### src/rtl/eater_pkg.sv
// Shared types and constants for the eater serial output path.
// Holds the formatter/UART state encodings and the record character helper.
package eater_pkg;

    localparam logic [7:0] ASCII_ZERO = 8'h30;
    localparam logic [7:0] ASCII_CR   = 8'h0D;
    localparam logic [7:0] ASCII_LF   = 8'h0A;

    localparam int CHARS_PER_RECORD = 5;
    localparam int DIV_CYCLES       = 11;
    localparam int HUNDREDS_STEPS   = 2;

    typedef enum logic [2:0] {
        FMT_IDLE,
        FMT_POP,
        FMT_DIV,
        FMT_SEND,
        FMT_WAIT
    } fmt_state_t;

    typedef enum logic [1:0] {
        TX_IDLE,
        TX_START,
        TX_DATA,
        TX_STOP
    } tx_phase_t;

    // Character idx of a record: three decimal digits, then CR LF.
    function automatic logic [7:0] record_char(
        input logic [2:0] idx,
        input logic [3:0] hundreds,
        input logic [3:0] tens,
        input logic [7:0] ones
    );
        logic [7:0] c;
        case (idx)
            3'd0:    c = ASCII_ZERO + {4'h0, hundreds};
            3'd1:    c = ASCII_ZERO + {4'h0, tens};
            3'd2:    c = ASCII_ZERO + ones;
            3'd3:    c = ASCII_CR;
            default: c = ASCII_LF;
        endcase
        return c;
    endfunction

endpackage

### src/rtl/eater_uart_out_uart_tx.sv
// 8N1 UART transmitter. A byte is accepted on tx_valid_i && tx_ready_o; ready is
// also raised in the last stop-bit cycle so consecutive characters have no gap.
module uart_tx
    import eater_pkg::*;
#(
    parameter int CLKS_PER_BIT = 104
) (
    input  logic       clk_i,
    input  logic       reset_i,
    input  logic       tx_valid_i,
    input  logic [7:0] tx_data_i,
    output logic       tx_ready_o,
    output logic       tx_o,
    output logic       idle_o
);

    localparam int CNT_W = $clog2(CLKS_PER_BIT);
    localparam logic [CNT_W-1:0] LAST_CNT = CNT_W'(CLKS_PER_BIT - 1);

    tx_phase_t        r_phase;
    logic [CNT_W-1:0] r_clk_cnt;
    logic [2:0]       r_bit_idx;
    logic [7:0]       r_shift;
    logic             r_tx;

    logic w_bit_end;
    logic w_ready;
    logic w_load;

    assign w_bit_end = (r_clk_cnt == LAST_CNT);
    assign w_ready   = (r_phase == TX_IDLE) || ((r_phase == TX_STOP) && w_bit_end);
    assign w_load    = tx_valid_i && w_ready;

    always_ff @(posedge clk_i) begin
        if (reset_i) begin
            r_phase   <= TX_IDLE;
            r_clk_cnt <= '0;
            r_bit_idx <= '0;
            r_shift   <= '0;
            r_tx      <= 1'b1;
        end else if (w_load) begin
            r_phase   <= TX_START;
            r_clk_cnt <= '0;
            r_bit_idx <= '0;
            r_shift   <= tx_data_i;
            r_tx      <= 1'b0;
        end else begin
            case (r_phase)
                TX_IDLE: begin
                    r_clk_cnt <= '0;
                    r_tx      <= 1'b1;
                end
                TX_START: begin
                    if (w_bit_end) begin
                        r_phase   <= TX_DATA;
                        r_clk_cnt <= '0;
                        r_tx      <= r_shift[0];
                    end else begin
                        r_clk_cnt <= r_clk_cnt + 1'b1;
                    end
                end
                TX_DATA: begin
                    if (w_bit_end) begin
                        r_clk_cnt <= '0;
                        if (r_bit_idx == 3'd7) begin
                            r_phase <= TX_STOP;
                            r_tx    <= 1'b1;
                        end else begin
                            // LSB first: the next bit out is shift[1] before the shift lands.
                            r_bit_idx <= r_bit_idx + 3'd1;
                            r_shift   <= {1'b0, r_shift[7:1]};
                            r_tx      <= r_shift[1];
                        end
                    end else begin
                        r_clk_cnt <= r_clk_cnt + 1'b1;
                    end
                end
                TX_STOP: begin
                    if (w_bit_end) begin
                        r_phase   <= TX_IDLE;
                        r_clk_cnt <= '0;
                    end else begin
                        r_clk_cnt <= r_clk_cnt + 1'b1;
                    end
                end
                default: begin
                    r_phase <= TX_IDLE;
                    r_tx    <= 1'b1;
                end
            endcase
        end
    end

    assign tx_ready_o = w_ready;
    assign tx_o       = r_tx;
    assign idle_o     = (r_phase == TX_IDLE);

endmodule

### src/rtl/eater_uart_out.sv
// Eater CPU serial output: buffers OI bytes in a FIFO, formats each as three
// decimal ASCII digits plus CR LF, and sends the record over 8N1 UART.
module eater_uart_out
    import eater_pkg::*;
#(
    parameter int CLKS_PER_BIT    = 104,
    parameter int FIFO_DEPTH_LOG2 = 2
) (
    input  logic       clk_i,
    input  logic       reset_i,
    input  logic       out_valid_i,
    input  logic [7:0] out_data_i,
    output logic       tx_o,
    output logic       busy_o,
    output logic       overflow_o
);

    localparam int DEPTH = 1 << FIFO_DEPTH_LOG2;
    localparam logic [FIFO_DEPTH_LOG2:0] DEPTH_CNT = (FIFO_DEPTH_LOG2 + 1)'(DEPTH);
    localparam logic [3:0] DIV_LAST  = 4'(DIV_CYCLES - 1);
    localparam logic [3:0] HUND_END  = 4'(HUNDREDS_STEPS);
    localparam logic [2:0] LAST_IDX  = 3'(CHARS_PER_RECORD - 1);

    logic [7:0]                 r_mem [DEPTH];
    logic [FIFO_DEPTH_LOG2-1:0] r_wr_ptr;
    logic [FIFO_DEPTH_LOG2-1:0] r_rd_ptr;
    logic [FIFO_DEPTH_LOG2:0]   r_count;
    logic                       r_overflow;

    fmt_state_t r_state;
    logic [7:0] r_value;
    logic [3:0] r_hundreds;
    logic [3:0] r_tens;
    logic [3:0] r_div_cnt;
    logic [2:0] r_idx;

    logic       w_fifo_empty;
    logic       w_pop;
    logic       w_push;
    logic       w_drop;
    logic       w_tx_valid;
    logic       w_tx_ready;
    logic       w_tx_idle;
    logic [2:0] w_char_idx;
    logic [7:0] w_tx_data;

    assign w_fifo_empty = (r_count == '0);
    assign w_pop        = (r_state == FMT_IDLE) && !w_fifo_empty;
    assign w_push       = out_valid_i && ((r_count != DEPTH_CNT) || w_pop);
    assign w_drop       = out_valid_i && !w_push;

    always_ff @(posedge clk_i) begin
        if (reset_i) begin
            r_wr_ptr   <= '0;
            r_rd_ptr   <= '0;
            r_count    <= '0;
            r_overflow <= 1'b0;
        end else begin
            if (w_push) r_wr_ptr <= r_wr_ptr + 1'b1;
            if (w_pop)  r_rd_ptr <= r_rd_ptr + 1'b1;
            if (w_push && !w_pop)      r_count <= r_count + 1'b1;
            else if (!w_push && w_pop) r_count <= r_count - 1'b1;
            if (w_drop) r_overflow <= 1'b1;
        end
    end

    always_ff @(posedge clk_i) begin
        if (w_push) r_mem[r_wr_ptr] <= out_data_i;
    end

    // Character 0 only needs the hundreds digit, which is final after the first
    // two DIV steps, so it is offered in the last DIV cycle. In WAIT the next
    // character is offered so it loads in the last stop-bit cycle of the current one.
    assign w_char_idx = (r_state == FMT_WAIT) ? (r_idx + 3'd1) : r_idx;
    assign w_tx_valid = (r_state == FMT_SEND)
                     || ((r_state == FMT_DIV) && (r_div_cnt == DIV_LAST))
                     || ((r_state == FMT_WAIT) && (r_idx != LAST_IDX));
    assign w_tx_data  = record_char(w_char_idx, r_hundreds, r_tens, r_value);

    always_ff @(posedge clk_i) begin
        if (reset_i) begin
            r_state    <= FMT_IDLE;
            r_value    <= '0;
            r_hundreds <= '0;
            r_tens     <= '0;
            r_div_cnt  <= '0;
            r_idx      <= '0;
        end else begin
            case (r_state)
                FMT_IDLE: begin
                    if (w_pop) begin
                        r_value <= r_mem[r_rd_ptr];
                        r_state <= FMT_POP;
                    end
                end
                FMT_POP: begin
                    r_hundreds <= '0;
                    r_tens     <= '0;
                    r_div_cnt  <= '0;
                    r_idx      <= '0;
                    r_state    <= FMT_DIV;
                end
                FMT_DIV: begin
                    if (r_div_cnt < HUND_END) begin
                        if (r_value >= 8'd100) begin
                            r_value    <= r_value - 8'd100;
                            r_hundreds <= r_hundreds + 4'd1;
                        end
                    end else if (r_value >= 8'd10) begin
                        r_value <= r_value - 8'd10;
                        r_tens  <= r_tens + 4'd1;
                    end
                    if (r_div_cnt == DIV_LAST) begin
                        r_state <= w_tx_ready ? FMT_WAIT : FMT_SEND;
                    end else begin
                        r_div_cnt <= r_div_cnt + 4'd1;
                    end
                end
                FMT_SEND: begin
                    if (w_tx_ready) r_state <= FMT_WAIT;
                end
                FMT_WAIT: begin
                    if (w_tx_ready) begin
                        if (r_idx == LAST_IDX) r_state <= FMT_IDLE;
                        else                   r_idx   <= r_idx + 3'd1;
                    end
                end
                default: r_state <= FMT_IDLE;
            endcase
        end
    end

    uart_tx #(
        .CLKS_PER_BIT(CLKS_PER_BIT)
    ) u_uart_tx (
        .clk_i      (clk_i),
        .reset_i    (reset_i),
        .tx_valid_i (w_tx_valid),
        .tx_data_i  (w_tx_data),
        .tx_ready_o (w_tx_ready),
        .tx_o       (tx_o),
        .idle_o     (w_tx_idle)
    );

    assign busy_o     = !w_fifo_empty || (r_state != FMT_IDLE) || !w_tx_idle;
    assign overflow_o = r_overflow;

endmodule

### config.mk
export PLATFORM = sky130hd
export DESIGN_NAME = eater_uart_out
export DESIGN_NICKNAME = d
export VERILOG_FILES = /design/src/rtl/eater_pkg.sv /design/src/rtl/eater_uart_out_uart_tx.sv /design/src/rtl/eater_uart_out.sv
export SDC_FILE = /design/constraint.sdc
export NUM_CORES = 1
export LEC_CHECK = 0
export ABC_AREA = 1
export BUFFER_PORTS_ARGS = -buffer_cell sky130_fd_sc_hd__buf_2
export CELL_PAD_IN_SITES_DETAIL_PLACEMENT = 0
export CELL_PAD_IN_SITES_GLOBAL_PLACEMENT = 2
export CORE_MARGIN = 2
export CORE_UTILIZATION = 38
export CTS_CLUSTER_SIZE = 8
export DETAILED_ROUTE_END_ITERATION = 8
export PLACE_DENSITY = 0.83
export SYNTH_ARGS = -nofsm -noshare
export SYNTH_HDL_FRONTEND = slang
export SYNTH_SLANG_ARGS = --single-unit
### constraint.sdc
create_clock -name clk_i -period 2.35 [get_ports clk_i]
set_clock_uncertainty 0.15 [all_clocks]
set_input_delay 0.47 -clock clk_i [delete_from_list [all_inputs] [get_ports clk_i]]
set_output_delay 0.47 -clock clk_i [all_outputs]
set_load 0.05 [all_outputs]
## After elaboration in Yosys (flattened, before gate mapping)

Memories as Yosys holds them, arrays and structs flattened. A register that Yosys moved wholly into a read port is not among the register bits.
Cells that the tools add are included.

| cells by class | value |
|---|---|
| reductions and logical operators | 46 |
| equality and inequality tests | 38 |
| multiplexer cells | 48 |
| add/subtract/negate cells | 15 |
| bitwise logic cells | 1 |
| order comparisons | 3 |

Operator list:

| cell | count |
|---|---|
| $mux W8 | 8 |
| $mux W3 | 11 |
| $pmux W8 S4 | 1 |
| $ne A2 B1 Y1 const B | 12 |
| $pmux W4 S2 | 3 |
| $mux W4 | 5 |
| $reduce_and A3 Y1 | 6 |
| $pmux W8 S2 | 1 |
| $ne A3 B1 Y1 const B | 5 |
| $pmux W3 S5 | 1 |
| $reduce_and A5 Y1 | 3 |
| $add A6 B4 Y7 const A | 2 |
| $pmux W7 S2 | 1 |
| $add A4 B1 Y4 const B | 3 |
| $eq A3 B2 Y1 const B | 4 |
| $mux W2 | 6 |
| $reduce_bool A2 Y1 | 6 |
| $add A3 B1 Y3 const B | 3 |
| $eq A3 B3 Y1 const B | 3 |
| $logic_and A1 B1 Y1 | 9 |
| $logic_not A3 Y1 | 3 |
| $add A6 B8 Y8 const A | 1 |
| $ge A8 B4 Y1 const B | 1 |
| $ge A8 B7 Y1 const B | 1 |
| other kinds (29) | 52 |

| storage, ports and cells | value |
|---|---|
| input bits | 11 |
| output and inout port bits | 3 |
| flip-flop bits (word level) | 55 |
| logic and storage cells | 168 |
| memories kept | 1 |
| RAM bits | 32 |

Memory list:

| memory | words | width | rd ports | clocked after Yosys merged registers in | wr ports | RTL line | RTL |
|---|---|---|---|---|---|---|---|
| r_mem | 4 | 8 | 1 | 1 | 1 | eater_uart_out.sv:24 | `logic [7:0] r_mem [DEPTH];` |

## Depth between registers and ports, before layout

Gate-level depths: netlist of the first run.

| depth | value |
|---|---|
| depth after elaboration | 9 |
| gate-level depth with buffers | 15 |
| gate-level depth less buffers | 15 |

## Hierarchy

A second synthesis of the first run with hierarchy kept.

| unflattened totals | value |
|---|---|
| cell total of the unflattened synthesis | 634 |
| area, all modules | 4,912.2 µm² |

By module, submodules not included:

| module | area an instance (µm²) | cells an instance | times used | sequential area each (µm²) |
|---|---|---|---|---|
| eater_uart_out | 3,726.1 | 471 | 1 | 1,681.6 |
| uart_tx | 1,186.1 | 163 | 1 | 420.4 |

## Worst setup path after synthesis of the first run

No wires, ideal clock.

| timing | value |
|---|---|
| path kind | register -> register |
| from | register r_state[2] |
| to | register r_count[2] |
| library setup time | 70 ps |
| required time | 2,130 ps |
| clock period less this slack | 2,113 ps |
| arrival | 1,893 ps |
| path buffers | 0 |
| stages on the path, launching flop included | 16 |
| slack | 237 ps |
| cells stage by stage | dfxtp_1 inv_2 nand2_1 nor2_1 inv_1 nand2_1 nand2_1 inv_1 ha_1 inv_1 fa_1 nor2_1 nor2_1 nand2_1 o21ai_0 a21oi_1 |

| on the way | value |
|---|---|
| word-level cells in the longest chain between the ends | 7 |
| elaborated cells between the ends (all ways) | 10 |
| those cells by class | mux: 1; reduce/logical: 9 |

Ends and longest elaborated chain:

| what | RTL line | RTL |
|---|---|---|
| from (decl) | eater_uart_out.sv:30 | `fmt_state_t r_state;` |
| from (signal assigned) | eater_uart_out.sv:114 | `r_state <= w_tx_ready ? FMT_WAIT : FMT_SEND;` |
| $logic_not A3 Y1 * | eater_uart_out.sv:48 | `assign w_pop = (r_state == FMT_IDLE) && !w_fifo_empty;` |
| $logic_and A1 B1 Y1 * | eater_uart_out.sv:48 |  |
| $logic_or A1 B1 Y1 * | eater_uart_out.sv:49 | `assign w_push = out_valid_i && ((r_count != DEPTH_CNT) \|\| w_pop);` |
| $logic_and A1 B1 Y1 * | eater_uart_out.sv:49 |  |
| named net w_push | eater_uart_out.sv:39 | `logic w_push;` |
| $logic_not A1 Y1 | eater_uart_out.sv:62 | `else if (!w_push && w_pop) r_count <= r_count - 1'b1;` |
| $logic_and A1 B1 Y1 | eater_uart_out.sv:62 |  |
| $reduce_bool A2 Y1 (no source line) | -- |  |
| to (signal assigned) | eater_uart_out.sv:61 | `if (w_push && !w_pop) r_count <= r_count + 1'b1;` |
| to (signal assigned) | eater_uart_out.sv:62 |  |
| to (decl) | eater_uart_out.sv:27 | `logic [FIFO_DEPTH_LOG2:0] r_count;` |

The timed path passes the listed nets; every way through them passes the cells marked *.
A chain may end at the register's enable or synchronous reset.

## Final worst setup path of the first run

| timing | value |
|---|---|
| from | register r_state[2] |
| to | output busy_o |

| on the way | value |
|---|---|
| word-level cells in the longest chain between the ends | 3 |

Ends and longest elaborated chain:

| what | RTL line | RTL |
|---|---|---|
| $reduce_bool A3 Y1 | eater_uart_out.sv:145 | `assign busy_o = !w_fifo_empty \|\| (r_state != FMT_IDLE) \|\| !w_tx_idle;` |
| $logic_or A1 B1 Y1 (2 in a row) | eater_uart_out.sv:145 |  |
| to (decl) | eater_uart_out.sv:14 | `output logic busy_o,` |

No other way between the ends.

==> results of run 1 <==
==> final timing paths <==
kind                 end  cells past startpoint
max               busy_o                      7
min          r_mem[3][0]                      1
max reg2reg   r_count[2]                     15
min reg2reg   overflow_o                      2
==> per-stage QoR <==
stage          hold slack [ns]  instances   util  worst slack (ns)
2_1_floorplan            0.268        598      -             0.237
3_3_place_gp             0.276        780  0.417             0.224
5_1_grt                  0.178        796  0.443          -0.00945
3_5_place_dp             0.288        780  0.417             0.158
4_1_cts                  0.171        796  0.442             0.119
6_report                 0.186        796  0.443             0.214
==> logic make-up after synthesis <==
| family | count (synthesis) | share of synthesized area |
|---|---|---|
| buffers and inverters | 85 | 0.0720 |
| AO/OA/AOI/OAI | 100 | 0.114 |
| XOR/XNOR | 7 | 0.0130 |
| adder cells (fa/ha/maj) | 29 | 0.0784 |
| flip-flops | 89 | 0.445 |
| AND/OR/NAND/NOR | 288 | 0.278 |
==> area by class of cell <==
type                       count  area, um^2  area share
multi-input combinational    424        2290       0.429
sequential                    89        2100       0.393
inverter                      73         274      0.0513
clock buffer                   9         225      0.0421
tap                          168         210      0.0393
timing repair buffer          26         163      0.0304
clock inverter                 7        77.6      0.0145
==> flip-flops by register name, indices dropped and copies added (netlist names), named ones only <==
signal,cells
r_mem,32
r_tens,4
u_uart_tx.r_clk_cnt,7
r_hundreds,4
u_uart_tx.r_bit_idx,3
u_uart_tx.r_shift,8
r_idx,3
r_wr_ptr,2
u_uart_tx.r_phase,2
r_rd_ptr,2
u_uart_tx.tx_o,1
overflow_o,1
r_count,3
r_value,8
r_state,3
r_div_cnt,4
==> cells in the final DEF, fill, tap and decap left out, types with 4 or more instances in the layout <==
cell type,n
a21oi_1,41
buf_2,13
buf_4,13
clkbuf_16,9
dfxtp_1,57
edfxtp_1,32
ha_1,28
inv_1,66
inv_2,7
nand2_1,131
nand2_2,8
nand3_1,42
nand4_1,9
nor2_1,66
nor3_1,8
nor3b_1,4
o211ai_1,5
o21ai_0,43
xor2_1,5
==> where the power goes <==
group	total (mW)	leakage (nW)	switching, mW	internal, mW
sequential	2.15	0.760	0.257	1.90
clock	1.46	0.148	0.631	0.833
combinational	2.84	1.45	1.88	0.961
==> per-layer routing <==
| layer | track usage | wire length, um |
|---|---|---|
| met5 | 0 | 0 |
| met4 | 0.0618 | 131 |
| met3 | 0.0366 | 340 |
| met2 | 0.287 | 4950 |
| met1 | 0.226 | 5000 |
==> critical path, cell delays in order, from the launching register on <==
cell,delay [ns]
dfxtp_1,0.44
inv_2,0.07
nand2_1,0.14
nor2_4,0.06
nand3_2,0.09
inv_1,0.07
nand2_1,0.05
buf_2,0.25
==> flow_summary.ini, run 1 <==
[yosys]
synth_seq_cells = 89
synth_nets = 638
netlist_area_um2 = 4720
synthTopCellsByArea = dfxtp_1 24%, edfxtp_1 20%, nand2_1 10%
synth_ff_type = dfxtp_1
synth_cell_types = 39
yosysMostFrequentCell = nand2_1
synth_warnings = 0
synth-edff-count = 32
async_flop_share = 0
synth_top_area_cell = dfxtp_1
syn_avg_cell_area_um2 = 7.90
postSynthCellCount = 598
yosys.area.top_type_share = 0.242
yosysSeqAreaShare = 0.445
synthTopCellsByCount = 131 x nand2_1, 67 x nor2_1, 66 x inv_1

[place]
io_buffers = 13
finalWeightedCongestion = 0.808
placed_area_um2 = 5030
dp_hpwl_mm = 7.77

[sta]
tightest_slew_ns = 0.482
finalCritPeriodShare = 0.909
hold_viol = 0
max_freq_mhz = 468
finalSetupViolations = 0
post-route-min-period_ns = 2.14
setup_tns_ns = 0
max_slew_margin = 0.675
finalMaxSlewViolations = 0

[worst_hold_path]
hp-start = out_data_i[0]
hold_class = input pin to flop

[finish]
postLayoutCellArea_um2 = 5350
drive_above_1_share = 0.121
area_delta_synth_final_pct = 13.1
nets = 663
n_antenna_cell = 0
fill_cells = 1213

[clock_network]
cts.path.max_buffers = 2
cts_resized = 0
clk_pin_slew_worst_paths_ns = 0.06
clock_latency_ns = 0.35
numCtsBuffers = 9
cts_hold_buf = 0
cts_root_buffer = clkbuf_16
htreeDepth = 3
cts_setup_buffers = 0
cts_tree = built
numClockSinks = 89

[route]
ant_nets = 0
wire_per_inst_um = 13.1
drt-total-wl_mm = 10.4
vias_per_cell = 4.83
dr.pass1.iters = 4
vias = 3841
drc_errors = 0
drt_iter0_markers = 220

[critical_path]
crit_type = flop to output pin
setup.worst_path.start = r_state[2]
crit_arrival_ns = 1.52
crit-reg2reg-launch = r_state[2]
cp-start-kind = flop
critical_path.max_fanout = 6
worst_ep_required_time_ns = 1.73
worstSetupEndpointType = output pin
regToRegSetupSlack_ns = 0.23

[floorplanning]
num_io_pins = 14
fp.dieH_um = 116
rows = 40
initial_utilization = 0.392
die_x_um = 116
core_um2 = 12100
die_area_um2 = 13300

[power_and_ir_drop]
powerDensity_nw_per_um2 = 1210
leakage_nw = 2.36
total_power_mw = 6.46
vdd_ir_drop_max_mv = 0.555

[flow_run]
drv_cap = 0

[grt]
grt_pass1_wl_mm = 17.9
antenna_found_initial = 0
grt_usage = 0.174
grt_pass1_vias = 3671
grt.overflow.total = 0
grt_start_max_net_pins = 19

[status]
status = complete, no violations
Power figures use the tool's default switching activity.
==> run 2, diff against run 1 <==
--- a/config.mk
+++ b/config.mk
@@ -5,15 +5,13 @@
 export SDC_FILE = /design/constraint.sdc
 export NUM_CORES = 1
 export LEC_CHECK = 0
-export ABC_AREA = 1
 export BUFFER_PORTS_ARGS = -buffer_cell sky130_fd_sc_hd__buf_2
 export CELL_PAD_IN_SITES_DETAIL_PLACEMENT = 0
 export CELL_PAD_IN_SITES_GLOBAL_PLACEMENT = 2
-export CORE_MARGIN = 2
-export CORE_UTILIZATION = 38
+export CORE_UTILIZATION = 41
 export CTS_CLUSTER_SIZE = 8
 export DETAILED_ROUTE_END_ITERATION = 8
-export PLACE_DENSITY = 0.83
+export PLACE_DENSITY = 0.82
 export SYNTH_ARGS = -nofsm -noshare
 export SYNTH_HDL_FRONTEND = slang
 export SYNTH_SLANG_ARGS = --single-unit
==> flow_summary.ini, run 2 <==
[status]
status = complete, no violations

[finish]
drive_above_1_share = 0.198
largest_reg_flops = 32
largest_registers = r_mem: 32 flops, r_value: 8 flops, u_uart_tx.r_shift: 8 flops
final_cell_mix = 54 x dfxtp_1, 39 x nor2_1, 34 x nand2_1
area_delta_synth_final_pct = 15.7
n_antenna_cell = 0
regMostFlops = r_mem
nets = 544
layout_commonest_cell = dfxtp_1
postLayoutCellArea_um2 = 5470

[sta]
finalCritPeriodShare = 0.973
hold_viol = 0
fin_hold_ws_ns = 0.190
tightest_slew_ns = 0.508
max_slew_margin = 0.661
post-route-min-period_ns = 2.29
finalSetupViolations = 0
finalMaxSlewViolations = 0
max_freq_mhz = 437

[yosys]
synth_top_family_by_area = simple AND/OR/NAND/NOR gates
synthTopCellsByCount = 57 x dfxtp_1, 39 x nor2_1, 34 x nand2_1
synth_nets = 510
syn_avg_cell_area_um2 = 10.1
async_flop_share = 0
synthTopCellsByArea = dfxtp_1 24%, edfxtp_1 20%, ha_1 7.4%
synth_seq_cells = 89
yosys.area_share.simple = 0.185
synth-edff-count = 32
postSynthCellCount = 470
netlist_area_um2 = 4720
muxShareOfSynthArea = 0.0561
yosysSeqAreaShare = 0.445
synth_warnings = 0
synthAdderAreaFrac = 0.0784
yosys.area_share.xor_xnor = 0.0334
synth_ff_type = dfxtp_1
synth_top_area_cell = dfxtp_1
synth_cell_types = 73
synth_compound_area_frac = 0.159
yosysMostFrequentCell = dfxtp_1
yosys.area.top_type_share = 0.242

[worst_hold_path]
hold_class = input pin to flop

[critical_path]
crit_arrival_ns = 2.42
cpLargestDelayFamily = simple AND/OR/NAND/NOR gates
worst-path-buf-inv = 1
max_stage_delay_ns = 0.40
crit-reg2reg-launch = r_state[2]
path_cells = or3_4, a31oi_4, ha_4, inv_2, fa_2, xor2_1, or3_1, a21oi_2
endpoint = r_count[2]
r2r_cells = 8
worst_ep_required_time_ns = 2.48
crit_type = flop to flop
timing.rr.end = r_count[2]
setup.worst_path.start = r_state[2]
cp.depth = 8
slowest_stage = or3_4
worstSetupEndpointType = flop
regToRegSetupSlack_ns = 0.06
critical_path.max_fanout = 4
cp-start-kind = flop

[floorplanning]
num_io_pins = 14
fp.dieH_um = 109
die_x_um = 109
core_um2 = 11000
die_area_um2 = 12000
rows = 38
initial_utilization = 0.428

[route]
wire_per_inst_um = 15.7
vias = 3530
drt_iter0_markers = 170
vias_per_cell = 5.44
drc_errors = 0
ant_nets = 0
dr.pass1.iters = 4
drt-total-wl_mm = 10.2

[power_and_ir_drop]
vdd_ir_drop_max_mv = 0.684
leakage_nw = 2.02
powerDensity_nw_per_um2 = 1040

[place]
placed_area_um2 = 5120
io_buffers = 13
dp_hpwl_mm = 7.29
finalWeightedCongestion = 0.783

[clock_network]
numCtsBuffers = 9
clock_latency_ns = 0.35
cts_root_buffer = clkbuf_16
cts.path.max_buffers = 2
numClockSinks = 89
htreeDepth = 3
cts_tree = built
clk_pin_slew_worst_paths_ns = 0.06
cts_hold_buf = 0

[grt]
grt_pass1_wl_mm = 17.3
grt_usage = 0.190
grt_start_max_net_pins = 32
grt.overflow.total = 0
grt_pass1_vias = 3519
antenna_found_initial = 0

[flow_run]
drv_cap = 0
run 2: cell count changes in the layout (fill, tap and decap cells not counted), moves of 9 or more:
cell and delta:
a21oi_1 -12, buf_4 +18, inv_1 -44, nand2_1 -97
nand3_1 -25, nor2_1 -27, o21ai_0 -26, xnor2_1 +9
run 2: final cells by class:
class | count | area, um^2
multi-input combinational | 335 | 2470
fill | 1046 | 5560
clock inverter | 7 | 62.6
clock buffer | 9 | 225
inverter | 23 | 86.3
timing repair buffer | 46 | 338
tap | 140 | 175
sequential | 89 | 2110
run 2: timing repair:
| item | in CTS | in global routing |
|---|---|---|
| buffers inserted | 0 | 3 |
| pin swaps | 0 | 2 |
| endpoints found under the setup margin | 1 | 8 |
| gates resized for setup | 1 | 10 |
run 2: cell families after synthesis:
group | Yosys count
AND/OR/NAND/NOR | 164
AO/OA/AOI/OAI | 108
flip-flops | 89
buffers and inverters | 46
adder cells (fa/ha/maj) | 29
XOR/XNOR | 18
multiplexers | 16
run 2: worst min path at each step:
stage / end / cells after the start / startpoint
after detailed placement: u_uart_tx.r_clk_cnt[0] / 1 / u_uart_tx.r_clk_cnt[0]
after floorplan: u_uart_tx.r_clk_cnt[0] / 1 / u_uart_tx.r_clk_cnt[0]
after global routing: r_mem[0][2] / 1 / out_data_i[2]
final: r_mem[0][2] / 1 / out_data_i[2]
after CTS: r_mem[2][7] / 1 / out_data_i[7]
after global placement: u_uart_tx.r_clk_cnt[0] / 1 / u_uart_tx.r_clk_cnt[0]
run 2: power by group:
group	switching, mW	internal, mW	total (mW)	leakage (nW)
clock	0.656	0.741	1.40	0.144
sequential	0.224	1.82	2.04	0.759
combinational	1.25	0.980	2.23	1.12
total	2.13	3.54	5.67	2.02
run 2: metrics by stage:
step / total power, mW / setup TNS, ns / utilization / setup slack, ns / cells
after floorplan: 3.55 / 0 / - / 0.0246 / 470
after global placement: 4.20 / 0 / 0.464 / 0.0874 / 630
after detailed placement: 4.22 / 0 / 0.464 / 0.0591 / 630
after CTS: 5.66 / 0 / 0.490 / 0.0202 / 646
after global routing: 6.06 / -0.0970 / 0.496 / -0.0345 / 649
final: 5.67 / 0 / 0.496 / 0.0640 / 649
run 2: routing by layer:
metal  up-vias  wire (um)  global-route usage
met1      1680       4960               0.251
met3        15        258              0.0350
met4         0        171              0.0762
li1       1788          -                   -
met2        47       4820               0.308
met5         -          0                   0
run 2: worst reg2reg max path: cells and delay by family (launching register included):
family	cells	cell delay [ns]
AO/OA/AOI/OAI	2	0.32
XOR/XNOR	1	0.17
adder cells (fa/ha/maj)	2	0.49
buffers and inverters	1	0.03
flip-flops	1	0.33
AND/OR/NAND/NOR	2	0.73
==> run 3, diff against run 2 <==
--- a/config.mk
+++ b/config.mk
@@ -5,13 +5,14 @@
 export SDC_FILE = /design/constraint.sdc
 export NUM_CORES = 1
 export LEC_CHECK = 0
+export ABC_AREA = 1
 export BUFFER_PORTS_ARGS = -buffer_cell sky130_fd_sc_hd__buf_2
 export CELL_PAD_IN_SITES_DETAIL_PLACEMENT = 0
 export CELL_PAD_IN_SITES_GLOBAL_PLACEMENT = 2
-export CORE_UTILIZATION = 41
+export CORE_UTILIZATION = 38
 export CTS_CLUSTER_SIZE = 8
 export DETAILED_ROUTE_END_ITERATION = 8
-export PLACE_DENSITY = 0.82
+export PLACE_DENSITY = 0.83
 export SYNTH_ARGS = -nofsm -noshare
 export SYNTH_HDL_FRONTEND = slang
 export SYNTH_SLANG_ARGS = --single-unit
==> flow_summary.ini, run 3 (same netlist as run 1, synthesis figures left out) <==
[sta]
hold_viol = 0
post-route-min-period_ns = 2.14
tightest_slew_ns = 0.478
rsz0062_at_grt = false
max_slew_margin = 0.678
setup_tns_ns = 0
finalMaxSlewViolations = 0
finalCritPeriodShare = 0.910
finalSetupViolations = 0
worst_slack_ns = 0.211
max_freq_mhz = 468

[power_and_ir_drop]
leakage_nw = 2.32
vdd_ir_drop_max_mv = 0.562
powerDensity_nw_per_um2 = 1190

[clock_network]
cts_hold_buf = 0
htreeDepth = 3
cts.path.max_buffers = 2
cts_setup_buffers = 0
cts_root_buffer = clkbuf_16
numCtsBuffers = 9
clk_pin_slew_worst_paths_ns = 0.06
cts_tree = built
clock_latency_ns = 0.35
numClockSinks = 89

[critical_path]
regToRegSetupSlack_ns = 0.21
timing.rr.end = r_tens[2]
cp-start-kind = flop
path_cells = inv_1, ha_1, a21oi_1, nand2_1, a21oi_1, inv_1, nand2_1, xor2_1, nor2_1
max_stage_delay_ns = 0.41
critical_path.max_fanout = 6
worst_ep_required_time_ns = 2.43
crit_arrival_ns = 2.22
r2r_cells = 9
crit_type = flop to flop
crit-reg2reg-launch = r_value[2]
worstSetupEndpointType = flop
slowest_stage = dfxtp_1

[route]
drt_iter0_markers = 209
ant_nets = 0
drt-total-wl_mm = 10.7
wire_per_inst_um = 13.5
vias = 3824
drc_errors = 0
dr.pass1.iters = 4
vias_per_cell = 4.82

[finish]
layout_commonest_cell = nand2_1
fin_cells = 794
n_antenna_cell = 0
fill_cells = 1240
largest_registers = r_mem: 32 flops, r_value: 8 flops, u_uart_tx.r_shift: 8 flops
final_cell_mix = 130 x nand2_1, 66 x inv_1, 66 x nor2_1
drive_above_1_share = 0.115
area_delta_synth_final_pct = 12.0
nets = 661
largest_reg_flops = 32
regMostFlops = r_mem

[grt]
grt_pass1_wl_mm = 18.1
grt_usage = 0.183
grt_pass1_vias = 3670
grt.overflow.total = 0
grt_start_max_net_pins = 19
antenna_found_initial = 0

[worst_hold_path]
hp-start = out_data_i[0]
hold_end = r_mem[1][0]
min_path_cells = 1
hold_class = input pin to flop

[floorplanning]
initial_utilization = 0.392
fp.dieH_um = 114
num_io_pins = 14
die_area_um2 = 12900
die_x_um = 114
core_um2 = 12100
rows = 40

[place]
pre_cts_ws_ns = 0.153
io_buffers = 13
dp_cells = 778
finalWeightedCongestion = 0.763
dp_hpwl_mm = 7.89

[status]
status = complete, no violations

[flow_run]
drv_cap = 0
==> run 3: cell count changes in the layout (fill, tap and decap cells not counted), sizes merged, moves of 22 or more <==
cell	before	now
o21ai	18	44
nand3	17	45
nand2	35	141
buf	46	24
inv	27	73
nor2	41	73
==> run 3: area by class of cell <==
cell class                      count  area [um^2]  area share
Multi-Input combinational cell    424         2290       0.433
Sequential cell                    89         2100       0.397
Inverter                           73          274      0.0518
Clock buffer                       11          233      0.0440
Tap cell                          168          210      0.0397
Timing Repair Buffer               24          148      0.0279
Clock inverter                      5         32.5     0.00615
==> run 3: worst max-delay path, delay by kind of cell, from the launching register on <==
| family | cells | cell delay [ns] |
|---|---|---|
| compound gates | 2 | 0.58 |
| flops | 1 | 0.41 |
| buf+inv | 2 | 0.27 |
| simple gates | 3 | 0.25 |
| fa+ha+maj | 1 | 0.22 |
| xor+xnor | 1 | 0.14 |
==> run 3: timing repair <==
item	4_1_cts	5_1_grt
endpoints found under the setup margin	0	1
endpoints found under the hold margin	0	0
gates resized for setup	0	3
==> run 3: how the worst max path moves through the flow <==
stage                       to  slack [ns]  depth (start not counted)       start
floorplan           r_count[2]        0.24                         15  r_state[2]
global placement    r_count[2]        0.19                         15  r_state[2]
detailed placement  r_count[2]        0.15                         15  r_state[2]
CTS                 r_count[2]        0.13                         15  r_state[2]
global route        r_count[2]       0.007                         15  r_state[0]
finish               r_tens[2]        0.21                          9  r_value[2]
==> run 3: through the flow <==
stage / power, mW / hold slack, ns / cell area [um^2] / util
floorplan: 4.34 / 0.268 / 4720 / -
global route: 6.89 / 0.174 / 5290 / 0.439
finish: 6.30 / 0.185 / 5290 / 0.439
detailed placement: 5.02 / 0.290 / 5020 / 0.416
CTS: 6.37 / 0.172 / 5280 / 0.438
global placement: 5.00 / 0.281 / 5020 / 0.416
==> run 3: routing by layer <==
layer / up-vias / share of wire / track usage
met5: - / 0 / 0
met4: 0 / 0.017 / 0.0754
met3: 14 / 0.025 / 0.0319
met2: 46 / 0.49 / 0.313
met1: 1739 / 0.47 / 0.227
li1: 2025 / - / -
==> run 3: report_power, final <==
part	total [mW]	internal, mW	leakage [nW]	switching (mW)
registers	2.17	1.90	0.760	0.277
clock network	1.32	0.714	0.123	0.604
logic	2.81	0.948	1.44	1.87
